[config.mk]
export PLATFORM = sky130hd
export DESIGN_NAME = encode83_key
export DESIGN_NICKNAME = d
export VERILOG_FILES = /design/src/rtl/key_pkg.sv /design/src/rtl/sync2.sv /design/src/rtl/encode83_key.sv
export SDC_FILE = /design/constraint.sdc
export NUM_CORES = 1
export LEC_CHECK = 0
export BUFFER_PORTS_ARGS = -buffer_cell sky130_fd_sc_hd__buf_2
export CORE_UTILIZATION = 53
export CTS_CLUSTER_DIAMETER = 60
export DETAILED_ROUTE_END_ITERATION = 10
export GPL_TIMING_DRIVEN = 0
export PLACE_DENSITY = 0.74
export SKIP_LAST_GASP = 1
export SLEW_MARGIN = 20
export SYNTH_ARGS = -nofsm -noshare
export SYNTH_HDL_FRONTEND = slang
export SYNTH_SLANG_ARGS = --single-unit
export TNS_END_PERCENT = 10
[constraint.sdc]
create_clock -name clk -period 2.2 [get_ports clk]
set_clock_uncertainty 0.2 [all_clocks]
set_input_delay 0.11 -clock clk [delete_from_list [all_inputs] [get_ports clk]]
set_output_delay 0.11 -clock clk [all_outputs]
set_load 0.005 [all_outputs]
[src/rtl/key_pkg.sv]
`default_nettype none
// ============================================================================
//  Package     : key_pkg
//  Description : Shared constants, FSM state encoding and helper functions
//                for the key/switch input blocks.
//  Revision    : 1.0 - initial release
// ============================================================================
package key_pkg;

  localparam int              NUM_KEYS      = 8;
  localparam int              CODE_W        = 3;
  localparam logic [NUM_KEYS-1:0] KEYS_RELEASED = 8'hFF;

  // Debounce FSM state encoding
  localparam logic [1:0] c_idle     = 2'd0;
  localparam logic [1:0] c_debounce = 2'd1;
  localparam logic [1:0] c_pressed  = 2'd2;
  localparam logic [1:0] c_release  = 2'd3;

  // Index of the highest set bit; bit 7 wins. Callers only pass v != 0.
  function automatic logic [CODE_W-1:0] prio_enc8(input logic [NUM_KEYS-1:0] v);
    logic [CODE_W-1:0] r;
    r = '0;
    for (int i = 0; i < NUM_KEYS; i++) begin
      if (v[i]) r = CODE_W'(i);
    end
    return r;
  endfunction

  // True when more than one bit of v is set.
  function automatic logic multi_hot8(input logic [NUM_KEYS-1:0] v);
    return (v & (v - 8'd1)) != '0;
  endfunction

endpackage
`default_nettype wire

[src/rtl/sync2.sv]
`default_nettype none
// ============================================================================
//  Module      : sync2
//  Description : Generic two-flop synchroniser with a parameterised reset
//                value, for bringing asynchronous inputs into clk.
//  Revision    : 1.0 - initial release
// ============================================================================
module sync2 #(
  parameter int               WIDTH     = 1,
  parameter logic [WIDTH-1:0] RESET_VAL = '0
) (
  input  logic             clk,
  input  logic             rst,
  input  logic [WIDTH-1:0] d,
  output logic [WIDTH-1:0] q
);

  logic [WIDTH-1:0] r_meta;
  logic [WIDTH-1:0] r_sync;

  // Two back-to-back flops; the first may go metastable, the second settles it
  always_ff @(posedge clk or posedge rst) begin
    if (rst) begin
      r_meta <= RESET_VAL;
      r_sync <= RESET_VAL;
    end else begin
      r_meta <= d;
      r_sync <= r_meta;
    end
  end

  assign q = r_sync;

endmodule
`default_nettype wire

[src/rtl/encode83_key.sv]
`default_nettype none
// ============================================================================
//  Module      : encode83_key
//  Description : Debounced 8-to-3 priority encoder for active-low push keys.
//                Synchronises the key lines, debounces the whole vector and
//                reports the highest pressed key with a one-cycle strobe.
//                Optional auto-repeat while held: define KEY_REPEAT_EN.
//  Revision    : 1.0 - initial release
// ============================================================================
module encode83_key
  import key_pkg::*;
#(
  parameter int DEBOUNCE_CYCLES = 240000,
  parameter int REPEAT_CYCLES   = 6000000
) (
  input  logic                clk,
  input  logic                rst,
  input  logic [NUM_KEYS-1:0] key_n,
  output logic [CODE_W-1:0]   code,
  output logic                code_valid,
  output logic                key_held,
  output logic                multi
);

  localparam int              CNT_W     = $clog2(DEBOUNCE_CYCLES);
  localparam logic [CNT_W-1:0] c_cnt_max = CNT_W'(DEBOUNCE_CYCLES - 1);

  logic [NUM_KEYS-1:0] w_key_sync;
  logic [NUM_KEYS-1:0] w_active;
  logic                w_rep_fire;

  logic [1:0]          r_state;
  logic [CNT_W-1:0]    r_cnt;
  logic [NUM_KEYS-1:0] r_snap;
  logic [CODE_W-1:0]   r_code;
  logic                r_code_valid;
  logic                r_key_held;
  logic                r_multi;

  sync2 #(
    .WIDTH     (NUM_KEYS),
    .RESET_VAL (KEYS_RELEASED)
  ) u_sync (
    .clk (clk),
    .rst (rst),
    .d   (key_n),
    .q   (w_key_sync)
  );

  assign w_active = ~w_key_sync;

`ifdef KEY_REPEAT_EN
  localparam int               REP_W     = $clog2(REPEAT_CYCLES);
  localparam logic [REP_W-1:0] c_rep_max = REP_W'(REPEAT_CYCLES - 1);

  logic [REP_W-1:0] r_rep_cnt;

  assign w_rep_fire = (r_state == c_pressed) && (w_active != '0) &&
                      (r_rep_cnt == c_rep_max);

  // Repeat timer runs only while a key is down in PRESSED; zero everywhere else
  always_ff @(posedge clk or posedge rst) begin
    if (rst) begin
      r_rep_cnt <= '0;
    end else if ((r_state == c_pressed) && (w_active != '0)) begin
      r_rep_cnt <= w_rep_fire ? '0 : r_rep_cnt + 1'b1;
    end else begin
      r_rep_cnt <= '0;
    end
  end
`else
  // No auto-repeat: exactly one strobe per accepted press. REPEAT_CYCLES is
  // referenced so both builds share an identical parameter interface.
  assign w_rep_fire = 1'b0 & (REPEAT_CYCLES != 0);
`endif

  // Debounce FSM: accept a press/release only after the vector is stable
  always_ff @(posedge clk or posedge rst) begin
    if (rst) begin
      r_state      <= c_idle;
      r_cnt        <= '0;
      r_snap       <= '0;
      r_code       <= '0;
      r_code_valid <= 1'b0;
      r_key_held   <= 1'b0;
      r_multi      <= 1'b0;
    end else begin
      r_code_valid <= 1'b0;
      case (r_state)
        c_idle: begin
          if (w_active != '0) begin
            r_state <= c_debounce;
            r_cnt   <= '0;
            r_snap  <= w_active;
          end
        end
        c_debounce: begin
          if (w_active == '0) begin
            r_state <= c_idle;
            r_cnt   <= '0;
          end else if (w_active != r_snap) begin
            // Vector changed: restart the stability window on the new value
            r_snap <= w_active;
            r_cnt  <= '0;
          end else if (r_cnt == c_cnt_max) begin
            r_state      <= c_pressed;
            r_cnt        <= '0;
            r_code       <= prio_enc8(r_snap);
            r_multi      <= multi_hot8(r_snap);
            r_code_valid <= 1'b1;
            r_key_held   <= 1'b1;
          end else begin
            r_cnt <= r_cnt + 1'b1;
          end
        end
        c_pressed: begin
          if (w_active == '0) begin
            r_state <= c_release;
            r_cnt   <= '0;
          end else if (w_rep_fire) begin
            r_code       <= prio_enc8(w_active);
            r_multi      <= multi_hot8(w_active);
            r_code_valid <= 1'b1;
          end
        end
        c_release: begin
          if (w_active != '0) begin
            // Contact bounce on release: back to held, silently
            r_state <= c_pressed;
            r_cnt   <= '0;
          end else if (r_cnt == c_cnt_max) begin
            r_state    <= c_idle;
            r_cnt      <= '0;
            r_key_held <= 1'b0;
          end else begin
            r_cnt <= r_cnt + 1'b1;
          end
        end
        default: begin
          r_state <= c_idle;
          r_cnt   <= '0;
        end
      endcase
    end
  end

  assign code       = r_code;
  assign code_valid = r_code_valid;
  assign key_held   = r_key_held;
  assign multi      = r_multi;

endmodule
`default_nettype wire
==> flow_summary.json <==
{
  "syn_inst": 230,
  "multi_input_area_um2": 1140,
  "die_x_um": 70.1,
  "clk_pin_slew_worst_paths_ps": 90,
  "yosysUniqueCellTypes": 49,
  "cap_violations": 0,
  "grt.overflow.total": 0,
  "pwr_density_cell_nw_per_um2": 561,
  "holdWs_ps": 126,
  "synth_warnings": 0,
  "setup_viol": 17,
  "nFillCells": 364,
  "place_congestion": 0.854,
  "avgRoutedWirePerCell_um": 15.8,
  "h-tree-depth": 2,
  "design.core.area_um2": 4410,
  "fin_tns_setup_ps": -1070,
  "drc": 0,
  "seq_area_um2": 1270,
  "port_buffers": 15,
  "crit_fanout": 5,
  "synthFlopType": "dfrtp_1",
  "synth_nets": 241,
  "antenna_found_initial": 0,
  "drt_iter0_markers": 129,
  "layout_commonest_cell": "dfrtp_1",
  "fin_crit_ps": 2360,
  "routed_wl_um": 5110,
  "crit_path_start_kind": "flop",
  "drive_gt1_frac": 0.276,
  "drt-vias-per-instance": 5.97,
  "synth-edff-count": 0,
  "start_util": 0.556,
  "via_count": 1935,
  "synth-async-reset-ratio": 1.00,
  "tightest_slew_ps": 651,
  "row_count": 24,
  "grt_max_degree": 35,
  "rsz0062_at_grt": "yes",
  "end_kind": "flop",
  "final_cell_mix": "32 x dfrtp_1, 22 x nand2_1, 18 x buf_2",
  "ant_nets": 0,
  "violations": "negative setup slack",
  "area_growth_pct": 18.7,
  "finalHoldViolCount": 0,
  "fmax_mhz": 424,
  "clockBufferDepth": 2,
  "required_ps": 2200,
  "finalMaxSlewViolations": 0,
  "die_area_um2": 4910,
  "setup_ws_ps": -159,
  "finalCritPeriodShare": 1.07,
  "status": "finished with violations",
  "p_leak_nw": 1.28,
  "num_antenna_cells": 0,
  "critical_path_buf_inv_count": 0,
  "use_met2": 0.343,
  "dr.pass1.iters": 4,
  "synth-seq-cells": 50,
  "clock_latency_ps": 300,
  "design_power_total_w": 0.00164,
  "die_h_um": 70.1,
  "crit_arrival_ps": 2360,
  "syn_area_um2": 2460,
  "placedCellCount": 298,
  "hp-class": "input pin to asynchronous set/reset pin",
  "grt.met1_usage": 0.329,
  "synth-seq-area-share": 0.518,
  "syn_area_per_cell_um2": 10.7,
  "critical_path.top_delay_family": "simple AND/OR/NAND/NOR gates",
  "numCtsBuffers": 5,
  "crit_slowest_cell": "or4b_4",
  "relSlewSlack": 0.566,
  "first_global_vias": 1837,
  "track_usage": 0.226,
  "critPathKind": "flop to flop",
  "cts_tree": "yes",
  "grt_pass1_wl_um": 8710,
  "nNetsFinal": 282,
  "crit_chain": "or4b_4 > nor4_4 > nand3_2 > nor3_4 > mux2_4",
  "ir_drop_v": 0.000393,
  "top_usage_layer": "met2",
  "cp_slowest_stage_delay_ps": 540,
  "cts_sinks": 50,
  "hpwl_um": 3340,
  "finalNonFillerCells": 324,
  "ios": 16,
  "grtUsageMet3": 0.0433,
  "cts_root_buffer": "clkbuf_8"
}
Yosys cell counts, drive strengths merged (2+ instances only):
master | n | area share
nor2 | 10 | 0.015
dfstp | 16 | 0.17
mux2i | 11 | 0.045
nand3 | 15 | 0.033
a21oi | 6 | 0.014
o211ai | 4 | 0.012
and3 | 2 | 0.0051
or2 | 2 | 0.0051
inv | 13 | 0.020
a31oi | 4 | 0.010
a21o | 2 | 0.0061
xor2 | 8 | 0.029
clkbuf | 4 | 0.0061
xnor2 | 4 | 0.014
o31ai | 2 | 0.012
mux2 | 4 | 0.023
nand2 | 23 | 0.035
and4 | 4 | 0.014
nor4 | 6 | 0.021
a32oi | 3 | 0.011
nor3 | 5 | 0.015
o21a | 3 | 0.0092
dfrtp | 34 | 0.35
o31a | 3 | 0.011
or3 | 2 | 0.0051
a32o | 2 | 0.0082
o41ai | 2 | 0.0071
o21ai | 12 | 0.024
nand4 | 9 | 0.023
buf | 4 | 0.0092
final timing paths:
check	startpoint	to	slack [ps]	cells past startpoint
min in group clk	u_sync.r_meta[4]	u_sync.q[4]	160	0
max in group asynchronous	rst	u_sync.q[5]	1110	4
worst max-delay path	r_cnt[12]	code[1]	-160	5
worst min register to register	u_sync.r_meta[4]	u_sync.q[4]	160	0
worst max register to register	r_cnt[12]	code[1]	-160	5
worst min-delay path	rst	r_cnt[1]	130	3
cells by family (layout without fill, tap and decap cells):
kind of cell,count (synthesis),count (layout),share of synthesized area
and+or+nand+nor,82,82,0.185
DFF,50,50,0.518
AOI/OAI and AO/OA,49,49,0.146
buffers and inverters,21,63,0.0351
muxes,15,15,0.0678
xor gates and xnor gates,12,12,0.0428
adders and majority gates,1,1,0.00509
worst min-delay path, cell delays in order:
cell	delay, ps
dlygate4sd3_1	530
buf_2	120
inv_2	280
what timing repair did:
action                     CTS  global route
hold endpoints to repair    47             0
setup endpoints to repair   23            25
cloned                       1             0
hold buffers                 9             0
gates resized for setup      9             5
buffers inserted             7             1
pin swaps                    4             3
sequential cells by signal, indices dropped and copies added, names as in the netlist, named ones only:
| name | cells |
|---|---|
| key_held | 1 |
| code_valid | 1 |
| r_snap | 8 |
| u_sync.q | 8 |
| r_cnt | 18 |
| u_sync.r_meta | 8 |
| code | 3 |
| r_state | 1 |
| multi | 1 |
final cells by class:
class                      instances  area share
buffer                             8      0.0154
clock buffer                       6      0.0283
clock inverter                     2     0.00515
inverter                          13      0.0167
multi-input combinational        159       0.390
sequential                        50       0.437
tap                               52      0.0223
timing repair buffer              34      0.0858
power breakdown:
group,internal (W),total [W],switching [W],leakage (nW)
clock network,0.000260,0.000571,0.000310,0.0521
logic,0.0000395,0.0000880,0.0000485,0.609
registers,0.000954,0.000978,0.0000237,0.616
total,0.00125,0.00164,0.000383,1.28
per-layer routing:
| layer | routed length [um] | vias to the layer above |
|---|---|---|
| met4 | 70 | 0 |
| met2 | 2410 | 49 |
| met1 | 2420 | 944 |
| met3 | 205 | 7 |
| li1 | - | 935 |
| met5 | 0 | - |
through the flow:
stage | setup slack [ps] | area [um^2] | utilization
after floorplan | -72.2 | 2460 | -
after global placement | -377 | 2600 | 0.588
after detailed placement | -405 | 2620 | 0.593
after CTS | -162 | 2900 | 0.658
after global routing | -233 | 2920 | 0.661
final | -159 | 2920 | 0.661
(Power assumes the default switching activity.)
